### config.mk
export PLATFORM = sky130hd
export DESIGN_NAME = seg7_scan_ctrl_flat
export DESIGN_NICKNAME = d
export VERILOG_FILES = /design/src/rtl/seg7_scan_ctrl_if.sv /design/src/rtl/seg7_scan_ctrl.sv /design/src/flat_wrapper.sv
export SDC_FILE = /design/constraint.sdc
export NUM_CORES = 1
export LEC_CHECK = 0
export ABC_CLOCK_PERIOD_IN_PS = 3100
export CAP_MARGIN = 20
export CORE_MARGIN = 2
export CORE_UTILIZATION = 29
export DETAILED_ROUTE_END_ITERATION = 6
export GPL_TIMING_DRIVEN = 1
export HOLD_SLACK_MARGIN = 0.15
export SLEW_MARGIN = 20
export SYNTH_ARGS = -nofsm -noshare
export SYNTH_HDL_FRONTEND = slang
export SYNTH_SLANG_ARGS = --single-unit
### constraint.sdc
create_clock -name clk_i -period 3.1 [get_ports clk_i]
set_clock_uncertainty 0.1 [all_clocks]
set_input_delay 0.93 -clock clk_i [delete_from_list [all_inputs] [get_ports clk_i]]
set_output_delay 0.93 -clock clk_i [all_outputs]
set_load 0.1 [all_outputs]
### src/rtl/seg7_scan_ctrl_if.sv
// Load handshake and display drive signals of the seven-segment scan controller.
interface seg7_scan_ctrl_if #(
  parameter int NDIG = 4
);
  logic                  enable;
  logic                  ld_valid;
  logic [4*NDIG-1:0]     ld_data;
  logic                  ld_ready;
  logic [3:0]            dec_in;
  logic [NDIG-1:0]       an;
  logic                  frame_tick;

  modport master (
    output enable, ld_valid, ld_data,
    input  ld_ready, dec_in, an, frame_tick
  );

  modport slave (
    input  enable, ld_valid, ld_data,
    output ld_ready, dec_in, an, frame_tick
  );
endinterface

### src/rtl/seg7_scan_ctrl.sv
// Time-multiplexed scan controller for NDIG common-anode digits sharing one
// decoder. Double-buffered display word, committed only at frame boundaries
// (or while scanning is disabled).
module seg7_scan_ctrl #(
  parameter int NDIG  = 4,
  parameter int DIV   = 50000,
  parameter int BLANK = 5000,
  parameter int LZB   = 1
) (
  input  logic           clk_i,
  input  logic           rst_i,
  seg7_scan_ctrl_if.slave bus
);
  localparam int CW = $clog2(DIV);
  localparam int IW = $clog2(NDIG);

  typedef enum logic {ST_BLANK, ST_SHOW} state_t;

  state_t              state_q, state_d;
  logic [CW-1:0]       cnt_q, cnt_d;
  logic [IW-1:0]       idx_q, idx_d;
  logic [4*NDIG-1:0]   disp_q, disp_d;
  logic [4*NDIG-1:0]   pend_q, pend_d;
  logic                pend_full_q, pend_full_d;
  logic [NDIG-1:0]     an_q, an_d;
  logic [3:0]          dec_in_q, dec_in_d;
  logic                ld_ready_q;
  logic                frame_tick_q, frame_tick_d;
  logic [NDIG-1:0]     supp;
  logic                nz;
  logic                commit;
  logic                accept;

  // Outputs are computed from next-state values so the registered AN/DEC_IN
  // line up with the state they belong to.
  always_comb begin
    state_d     = state_q;
    cnt_d       = cnt_q;
    idx_d       = idx_q;
    disp_d      = disp_q;
    pend_d      = pend_q;
    pend_full_d = pend_full_q;
    an_d        = '1;
    dec_in_d    = dec_in_q;
    supp        = '0;
    nz          = 1'b0;

    commit = pend_full_q && (frame_tick_q || !bus.enable);
    accept = bus.ld_valid && ld_ready_q;

    if (!bus.enable) begin
      state_d = ST_BLANK;
      cnt_d   = '0;
      idx_d   = '0;
    end else begin
      case (state_q)
        ST_BLANK: begin
          cnt_d = cnt_q + CW'(1);
          if (cnt_q == CW'(BLANK - 1)) state_d = ST_SHOW;
        end
        default: begin
          if (cnt_q == CW'(DIV - 1)) begin
            cnt_d   = '0;
            idx_d   = (idx_q == IW'(NDIG - 1)) ? '0 : idx_q + IW'(1);
            state_d = ST_BLANK;
          end else begin
            cnt_d = cnt_q + CW'(1);
          end
        end
      endcase
    end

    // Commit before accept: a word accepted this cycle stays pending.
    if (commit) begin
      disp_d      = pend_q;
      pend_full_d = 1'b0;
    end
    if (accept) begin
      pend_d      = bus.ld_data;
      pend_full_d = 1'b1;
    end

    // Scan from the most significant digit down; a digit is suppressed while
    // it and everything above it is zero. Digit 0 always shows.
    for (int unsigned i = 0; i < NDIG; i++) begin
      nz = nz | (disp_d[4*(NDIG-1-i) +: 4] != 4'd0);
      if ((LZB != 0) && ((NDIG - 1 - i) != 0) && !nz) supp[NDIG-1-i] = 1'b1;
    end

    if (state_d == ST_SHOW && !supp[idx_d]) an_d[idx_d] = 1'b0;
    if (state_d == ST_BLANK) dec_in_d = disp_d[{idx_d, 2'b00} +: 4];

    frame_tick_d = bus.enable && (state_d == ST_SHOW) &&
                   (idx_d == IW'(NDIG - 1)) && (cnt_d == CW'(DIV - 1));
  end

  // State and output registers with synchronous reset.
  always_ff @(posedge clk_i) begin
    if (rst_i) begin
      state_q      <= ST_BLANK;
      cnt_q        <= '0;
      idx_q        <= '0;
      disp_q       <= '0;
      pend_q       <= '0;
      pend_full_q  <= 1'b0;
      an_q         <= '1;
      dec_in_q     <= '0;
      ld_ready_q   <= 1'b1;
      frame_tick_q <= 1'b0;
    end else begin
      state_q      <= state_d;
      cnt_q        <= cnt_d;
      idx_q        <= idx_d;
      disp_q       <= disp_d;
      pend_q       <= pend_d;
      pend_full_q  <= pend_full_d;
      an_q         <= an_d;
      dec_in_q     <= dec_in_d;
      ld_ready_q   <= !pend_full_d;
      frame_tick_q <= frame_tick_d;
    end
  end

  assign bus.an         = an_q;
  assign bus.dec_in     = dec_in_q;
  assign bus.ld_ready   = ld_ready_q;
  assign bus.frame_tick = frame_tick_q;
endmodule

### src/flat_wrapper.sv
// flat-port wrapper written by rule: the top's interface ports become plain ports
module seg7_scan_ctrl_flat 
#(
  parameter int NDIG  = 4,
  parameter int DIV   = 50000,
  parameter int BLANK = 5000,
  parameter int LZB   = 1
)
  (clk_i, rst_i, bus_enable, bus_ld_valid, bus_ld_data, bus_ld_ready, bus_dec_in, bus_an, bus_frame_tick);
  seg7_scan_ctrl_if #(.NDIG(NDIG)) bus_i ();
  input  logic clk_i;
  input  logic rst_i;
  input wire logic [$bits(bus_i.enable)-1:0] bus_enable;
  input wire logic [$bits(bus_i.ld_valid)-1:0] bus_ld_valid;
  input wire logic [$bits(bus_i.ld_data)-1:0] bus_ld_data;
  output wire logic [$bits(bus_i.ld_ready)-1:0] bus_ld_ready;
  output wire logic [$bits(bus_i.dec_in)-1:0] bus_dec_in;
  output wire logic [$bits(bus_i.an)-1:0] bus_an;
  output wire logic [$bits(bus_i.frame_tick)-1:0] bus_frame_tick;
  assign bus_i.enable = bus_enable;
  assign bus_i.ld_valid = bus_ld_valid;
  assign bus_i.ld_data = bus_ld_data;
  assign bus_ld_ready = bus_i.ld_ready;
  assign bus_dec_in = bus_i.dec_in;
  assign bus_an = bus_i.an;
  assign bus_frame_tick = bus_i.frame_tick;
  seg7_scan_ctrl #(.NDIG(NDIG), .DIV(DIV), .BLANK(BLANK), .LZB(LZB)) u_core (.clk_i(clk_i), .rst_i(rst_i), .bus(bus_i));
endmodule
Yosys cells after proc, flatten, opt, wreduce, memory -nomap -nowiden
Index checks and enable logic that the tools add are counted.
Word-level totals
  register bits: 62
  input port bits: 20
  output and inout port bits: 10
  word-level logic and storage cells: 60
Operators by class
  add/sub/neg operators: 2
  magnitude comparators: 2
  equality and inequality tests: 5
  shift operators: 1
  mux-type cells: 21
  bitwise logic cells: 4
  reduce and logical (&&, ||, !) cells: 15
Operators with widths (number)
  2-to-1 mux 16 bit: 4
  == test 16 bit (second input constant): 2
  adder 16 x 1 -> 16 bit (second input constant): 1
  == test 16 x 13 -> 1 bit (second input constant): 1
  variable part select 16 x 5 -> 4 bit: 1
  nonzero test 4 bit: 3
  2-to-1 mux 1 bit: 11
  2-to-1 mux 2 bit: 4
  logical AND 1 bit: 7
  == test 2 bit (second input constant): 2
  inverter 4 bit: 1
  logical NOT 1 bit: 3
  < comparator 2 x 3 -> 1 bit (second input constant): 1
  adder 2 x 1 -> 2 bit (second input constant): 1
  binary-select mux 1 bit (select 2 bit): 1
  demux 1 bit (select 2 bit): 1
  >= comparator 2 x 1 -> 1 bit (second input constant): 1
  OR 1 bit: 2
  OR reduction 2 bit: 1
  logical OR 1 bit: 1
  inverter 1 bit: 1

Logic depth before layout (Yosys ltp)
Gate-level depths: netlist (run 1).
  depth in word-level cells: 14
  gate-level depth with buffers: 9
  depth with buffers taken out: 7

Least setup slack after synthesis (run 1)
No wires, ideal clock.
  path kind: input to register
  start: in bus_enable
  end: reg u_core.dec_in_q[3], in the netlist u_core.bus.dec_in[3]
  library setup time: 134 ps
  arrival time: 2327 ps
  required time: 2866 ps
  path slack: 539 ps
  stages: 7
  buffers on the path: 1
  path through: inv_2 -> o21ai_2 -> buf_2 -> mux2i_1 -> o211ai_1 -> a2bb2oi_1 -> a211oi_2
On the way
  cells in the longest elaborated chain, start to end: 5
  elaborated cells on any way between the ends: 7
  those cells by class: 1 x shift; 3 x mux; 3 x reduce/logical
Ends and longest elaborated chain
  start: declaration: line flat_wrapper.sv:13  | input wire logic [$bits(bus_i.enable)-1:0] bus_enable;
  logical NOT 1 bit
  logical OR 1 bit: line seg7_scan_ctrl.sv:48  | commit = pend_full_q && (frame_tick_q || !bus.enable);
  logical AND 1 bit: line seg7_scan_ctrl.sv:48
  2-to-1 mux 16 bit: line seg7_scan_ctrl.sv:74  | if (commit) begin
  variable part select 16 x 5 -> 4 bit: line seg7_scan_ctrl.sv:91  | if (state_d == ST_BLANK) dec_in_d = disp_d[{idx_d, 2'b00} +: 4];
  end signal: assignment: line seg7_scan_ctrl.sv:118  | dec_in_q <= dec_in_d;
  end: declaration: line seg7_scan_ctrl.sv:26  | logic [3:0] dec_in_q, dec_in_d;
Several ways; a longest one is shown, not always the timed one.
A chain may end at the register's enable or synchronous reset.

Worst setup path after layout (run 1)
  start: in bus_enable
  end: reg u_core.dec_in_q[0], in the netlist u_core.bus.dec_in[0]
Same word-level chain as after synthesis.

==> results of run 1 <==
==> registers in the layout, indices dropped and copies added (netlist names) <==
register,count
u_core.bus.an,4
u_core.bus.dec_in,4
u_core.bus.frame_tick,1
u_core.bus.ld_ready,1
u_core.cnt_q,16
u_core.disp_q,16
u_core.idx_q,2
u_core.pend_full_q,1
u_core.pend_q,16
u_core.state_q,1
==> layout make-up <==
type	count	area, µm²
clock inverter	6	70.1
sequential	62	1240
timing repair buffer	35	323
fill	1038	6180
inverter	5	18.8
tap	133	166
clock buffer	10	138
multi-input combinational	244	1500
==> cell usage after synthesis (2+ instances only) <==
| cell type | number | area share, % |
|---|---|---|
| xor2_1 | 9 | 2.8 |
| nor2_1 | 48 | 6.3 |
| nor3b_1 | 2 | 0.53 |
| a2bb2oi_1 | 3 | 0.93 |
| a31oi_1 | 3 | 0.66 |
| and2_1 | 3 | 0.66 |
| xnor2_1 | 6 | 1.9 |
| o2111ai_1 | 2 | 0.62 |
| ha_1 | 2 | 0.88 |
| and3_1 | 8 | 1.8 |
| clkbuf_2 | 2 | 0.35 |
| a211o_1 | 3 | 0.93 |
| o21ai_1 | 2 | 0.35 |
| and4_1 | 3 | 0.93 |
| nand3b_1 | 2 | 0.53 |
| nor4bb_1 | 2 | 0.70 |
| nor3_1 | 8 | 1.4 |
| dfxtp_1 | 62 | 44 |
| a21oi_1 | 26 | 4.6 |
| inv_1 | 4 | 0.53 |
| nor2b_1 | 2 | 0.44 |
| nand4_1 | 7 | 1.5 |
| nand2_1 | 41 | 5.4 |
| clkbuf_1 | 7 | 0.93 |
| o211ai_1 | 3 | 0.79 |
| nand3_1 | 7 | 1.2 |
| a211oi_1 | 2 | 0.53 |
| o21ai_0 | 7 | 1.2 |
| mux2i_1 | 17 | 6.0 |
| buf_1 | 2 | 0.26 |
| nand2b_1 | 4 | 0.88 |
| buf_2 | 4 | 0.70 |
==> metal layers <==
layer | global-route usage [%] | part of all wire (%) | up-vias
met5 | 0 | 0 | -
met2 | 21.6 | 45 | 54
met1 | 17.7 | 47 | 1117
met4 | 6.68 | 2.0 | 0
met3 | 4.00 | 5.2 | 11
li1 | - | - | 1216
==> where the power goes <==
| group | total [mW] | internal [mW] | switching, mW |
|---|---|---|---|
| Clock | 0.734 | 0.396 | 0.338 |
| Sequential | 0.826 | 0.815 | 0.0106 |
| Combinational | 0.120 | 0.0514 | 0.0683 |
==> per-stage QoR <==
step	cells	setup slack (ns)	hold slack (ns)	power, mW	instance area, µm²
finish	495	0.454	0.359	1.68	3450
global route	495	0.339	0.379	1.76	3450
CTS	495	0.460	0.363	1.70	3450
detailed placement	479	0.108	0.353	0.966	3250
global placement	479	0.149	0.346	0.964	3250
floorplan	328	0.539	0.326	0.915	2840
==> cells by family after synthesis <==
kind of cell             Yosys count  synth area share (%)
flip-flops                        62                  43.7
buffers and inverters             22                  3.57
AND/OR/NAND/NOR                  145                  25.7
adder cells (fa/ha/maj)            2                 0.881
multiplexers                      18                  6.39
AO/OA/AOI/OAI                     64                  15.1
XOR/XNOR                          15                  4.63
==> worst paths after layout <==
kind | endpoint | from | cells past startpoint
worst min-delay path | u_core.pend_q[5] | u_core.pend_q[5] | 2
worst max register to register | u_core.bus.frame_tick | u_core.cnt_q[12] | 6
worst max-delay path | u_core.bus.dec_in[0] | bus_enable | 8
worst min register to register | u_core.pend_q[5] | u_core.pend_q[5] | 2
==> cell usage in the layout, fill, tap and decap left out, drive strengths merged, types with 7 or more instances in the layout <==
master / n
and3: 8
mux2i: 17
buf: 16
dfxtp: 62
a21oi: 26
nand3: 9
clkbuf: 10
o21ai: 10
nor3: 8
xor2: 9
clkdlybuf4s50: 19
nor2: 48
nand4: 7
nand2: 41
==> worst min-delay path: stages, from the launching register on <==
cell and delay [ns]:
dfxtp_1 0.31, nand2_1 0.05, a21oi_1 0.05
==> metrics.txt, run 1 <==
status=complete, no violations; critical path's largest stage delay=0.50 ns; die height=103 µm; worst-margin pin slew=0.596 ns; std cell rows=36; vias in the first global route=2270; fin util=35.8%; Total Routing Usage GR=13.9%; crit start category=primary input; GPL Wtd Cong=0.862; DR iter-0 viols=103; Root Buffer=clkbuf_8; RSZ-0062 raised after global routing=no; Hold Vio Cnt, Final=0; critical path's slowest cell=clkdlybuf4s50_1; Mapped Area=2840 µm²; CTS tree=yes; H-Tree Level Count=3; Starting Density=29.5%; share of cells above drive strength 1=11.6%; Post-route DRC=0; power per cell area=486 nW/µm²; initial antenna violation count=0; Buffers & Inverters on Critical Path=3; number of enable flip-flop cells after synthesis=0; Antenna diodes=0; most frequent CP cell=a211o_1; flops & latches, synth=62; post-route clock period utilization=85.3%; min Tclk post-route=2.65 ns; P&R area growth vs syn=21.6%; crit-path cells=clkdlybuf4s50_1, inv_2, o21ai_2, buf_12, mux2i_1, a211o_1, a211o_1, a311oi_2; CP Max Fanout=17; max-cap viol count=0; Syn Nets=350; Die ar.=10600 µm²; Core Region=9640 µm²; first-pass GRT wire length=11200 µm; WS Path Type=in2reg; yosys warns=0; Max Clk Rate=378 MHz; final slew viol count=0; Clk pin slew, worst setup/hold paths=0.07 ns; CTS hold repair buffers=0; worst hold path type=reg2reg; R2R Setup Slk=0.57 ns; routed wire length=6670 µm; CTS sink count=62; final setup violation count=0; via/cell ratio=4.84; nets@finish=379; Post-synth top flop=dfxtp_1; CTS resizes=0; IO Port Bufs=29; cells after synthesis=328; DP HPWL=4740 µm; Final ANT Viol Nets=0; Crit. End Element=flip-flop; CTS max path bufs=2; clk_lat worst skew=0.35 ns; Max-slew headroom=60.3%; leak pwr=1.32 nW; CP top delay family=compound AO/OA/AOI/OAI gates; arrival time worst endpoint=2.81 ns; IO Pins=30; drt first pass iters=4; CTS buffer count=9; average wire per standard cell=13.5 µm; async set-reset flop share out of synthesis=0%; largest net degree at the start of global routing=38; Req. time, crit path=3.26 ns; post-CTS setup buffers=0; Yosys cell types=57; sequential cell area fraction in the yosys report=43.7%; total grt overflow=0; VDD IR-drop max=320 µV; Vias=2398; chip width=103 µm; syn_area_per_cell=8.66 µm²; Setup TNS=0 ns
Note: power is estimated with default switching activity, not from simulation.
==> run 2, diff against run 1 <==
--- a/config.mk
+++ b/config.mk
@@ -5,7 +5,7 @@
 export SDC_FILE = /design/constraint.sdc
 export NUM_CORES = 1
 export LEC_CHECK = 0
-export ABC_CLOCK_PERIOD_IN_PS = 3100
+export ABC_CLOCK_PERIOD_IN_PS = 2400
 export CAP_MARGIN = 20
 export CORE_MARGIN = 2
 export CORE_UTILIZATION = 29
==> constraint.sdc (replaced) <==
create_clock -name clk_i -period 2.4 [get_ports clk_i]
set_clock_uncertainty 0.1 [all_clocks]
set_input_delay 0.72 -clock clk_i [delete_from_list [all_inputs] [get_ports clk_i]]
set_output_delay 0.72 -clock clk_i [all_outputs]
set_load 0.1 [all_outputs]
==> run 2 against run 1 <==
First-iteration DRC count increased by 74%. Wire length rose by 4.8%. Critical path depth did not move. Worst setup slack got worse by 0.39 ns. Core utilization rose by 4.6 points.
==> metrics.txt, run 2 (synthesized netlist as in run 1, its figures left out) <==
status=complete, no violations; average wire per standard cell=13.0 µm; Max-slew headroom=70.9%; vias in the first global route=2527; P&R area growth vs syn=37.1%; initial antenna violation count=0; IO Port Bufs=29; worst setup margin=0.0608 ns; Worst Hold End=u_core.pend_q[3]; DR iter-0 viols=179; via/cell ratio=4.77; CP Max Fanout=6; arrival time worst endpoint=2.48 ns; GPL Wtd Cong=0.847; switching part of the total power=23.6%; Reg-to-Reg Start=u_core.cnt_q[0]; final instance area=3890 µm²; R2R Path End=u_core.bus.dec_in[0]; CTS tree=yes; Hold Vio Cnt, Final=0; Final ANT Viol Nets=0; Antenna diodes=0; logic gate share of total power=8.6%; top flop regs=u_core.cnt_q (16), u_core.disp_q (16), u_core.pend_q (16); Post-route DRC=0; chip width=103 µm; post-route clock period utilization=97.5%; fin util=40.4%; CTS buffer count=9; Clk pin slew, worst setup/hold paths=0.07 ns; CTS hold repair buffers=0; commonest non-fill, non-tap cell in the layout=dfxtp_1; share of cells above drive strength 1=24.3%; die height=103 µm; clk_lat worst skew=0.33 ns; power per cell area=565 nW/µm²; H-Tree Level Count=3; CTS sink count=62; R2R cell count=7; max-cap viol count=0; Crit. End Element=flip-flop; Power Total=2.20 mW; nets@finish=421; Vias=2563; VDD IR-drop max=350 µV; Clk pwr share=42.7%; total grt overflow=0; Hold Crit Start=u_core.pend_q[3]; final slew viol count=0; drt first pass iters=4; Die ar.=10600 µm²; min Tclk post-route=2.34 ns; placed inst area=3540 µm²; R2R Setup Slk=0.24 ns; final setup violation count=0; placed cell count=518; Root Buffer=clkbuf_8; WS Path Type=in2reg; DP HPWL=5110 µm; Hold Path Depth=2; Max Clk Rate=428 MHz; worst-margin pin slew=0.436 ns; P_int=1.68 mW; std cell rows=36; leak pwr=1.48 nW; first-pass GRT wire length=11600 µm; Core Region=9640 µm²; routed wire length=6990 µm; Req. time, crit path=2.54 ns; Starting Density=29.5%; worst hold path type=reg2reg; CTS max path bufs=2; Sequential Power Share=48.7%; post-place setup slack=-0.380 ns; Setup TNS=0 ns; IO Pins=30; Total Routing Usage GR=14.1%; hold_ws=0.360 ns; most frequent cells in the layout=62 x dfxtp_1, 55 x buf_4, 48 x nor2_1, 41 x nand2_1, 26 x a21oi_1; Net Switching=0.520 mW; crit start category=primary input; largest net degree at the start of global routing=38; non-filler cells, final=537
==> run 2: cell count changes in the layout (fill, tap and decap cells not counted), sizes merged <==
cell,before,now
buf,16,58
clkbuf,10,11
inv,6,5
==> run 2: routing by layer <==
layer,global-route usage [%],vias to the layer above,share of wire (%)
li1,-,1301,-
met1,17.9,1193,48
met2,22.7,63,47
met3,4.81,6,4.5
met4,4.25,0,1.1
met5,0,-,0
==> run 2: layout make-up <==
type / count / area, µm²
fillers: 1021 / 5740
multi-input cells: 244 / 1610
flip-flops and latches: 62 / 1240
repair buffers: 77 / 654
well taps: 133 / 166
clock buffers: 11 / 151
clock inverters: 5 / 57.6
inverters: 5 / 18.8
==> run 2: worst max-delay path by stage <==
stage / start / endpoint / slack [ns] / cells after the start
2_1_floorplan: u_core.bus.frame_tick / u_core.bus.dec_in[3] / 0.01 / 6
3_3_place_gp: bus_enable / u_core.bus.dec_in[0] / -0.28 / 8
3_5_place_dp: bus_enable / u_core.bus.an[1] / -0.38 / 8
4_1_cts: bus_enable / u_core.bus.an[1] / 0.001 / 8
5_1_grt: bus_enable / u_core.bus.an[2] / -0.04 / 8
6_report: bus_enable / u_core.bus.an[1] / 0.06 / 8
==> run 2: critical path: stages <==
cell and delay [ns]:
clkdlybuf4s50_1 0.50, inv_2 0.06, o21ai_4 0.17, buf_6 0.16
buf_4 0.11, mux2i_1 0.28, nand4_1 0.21, o31ai_2 0.26
==> run 2: power groups by stage <==
stage / Combinational (mW) / Sequential (mW) / Clock, mW
floorplan: 0.0795 / 1.10 / 0
global placement: 0.174 / 1.09 / 0
detailed placement: 0.176 / 1.09 / 0
CTS: 0.177 / 1.07 / 0.970
global route: 0.207 / 1.07 / 1.02
finish: 0.190 / 1.07 / 0.939
==> run 2: timing repair <==
item,in CTS,in global routing
endpoints found under the hold margin,0,0
setup buffers,0,3
setup endpoints to repair,1,7
gates resized for setup,1,24
pin swaps,1,4
cloned,0,0
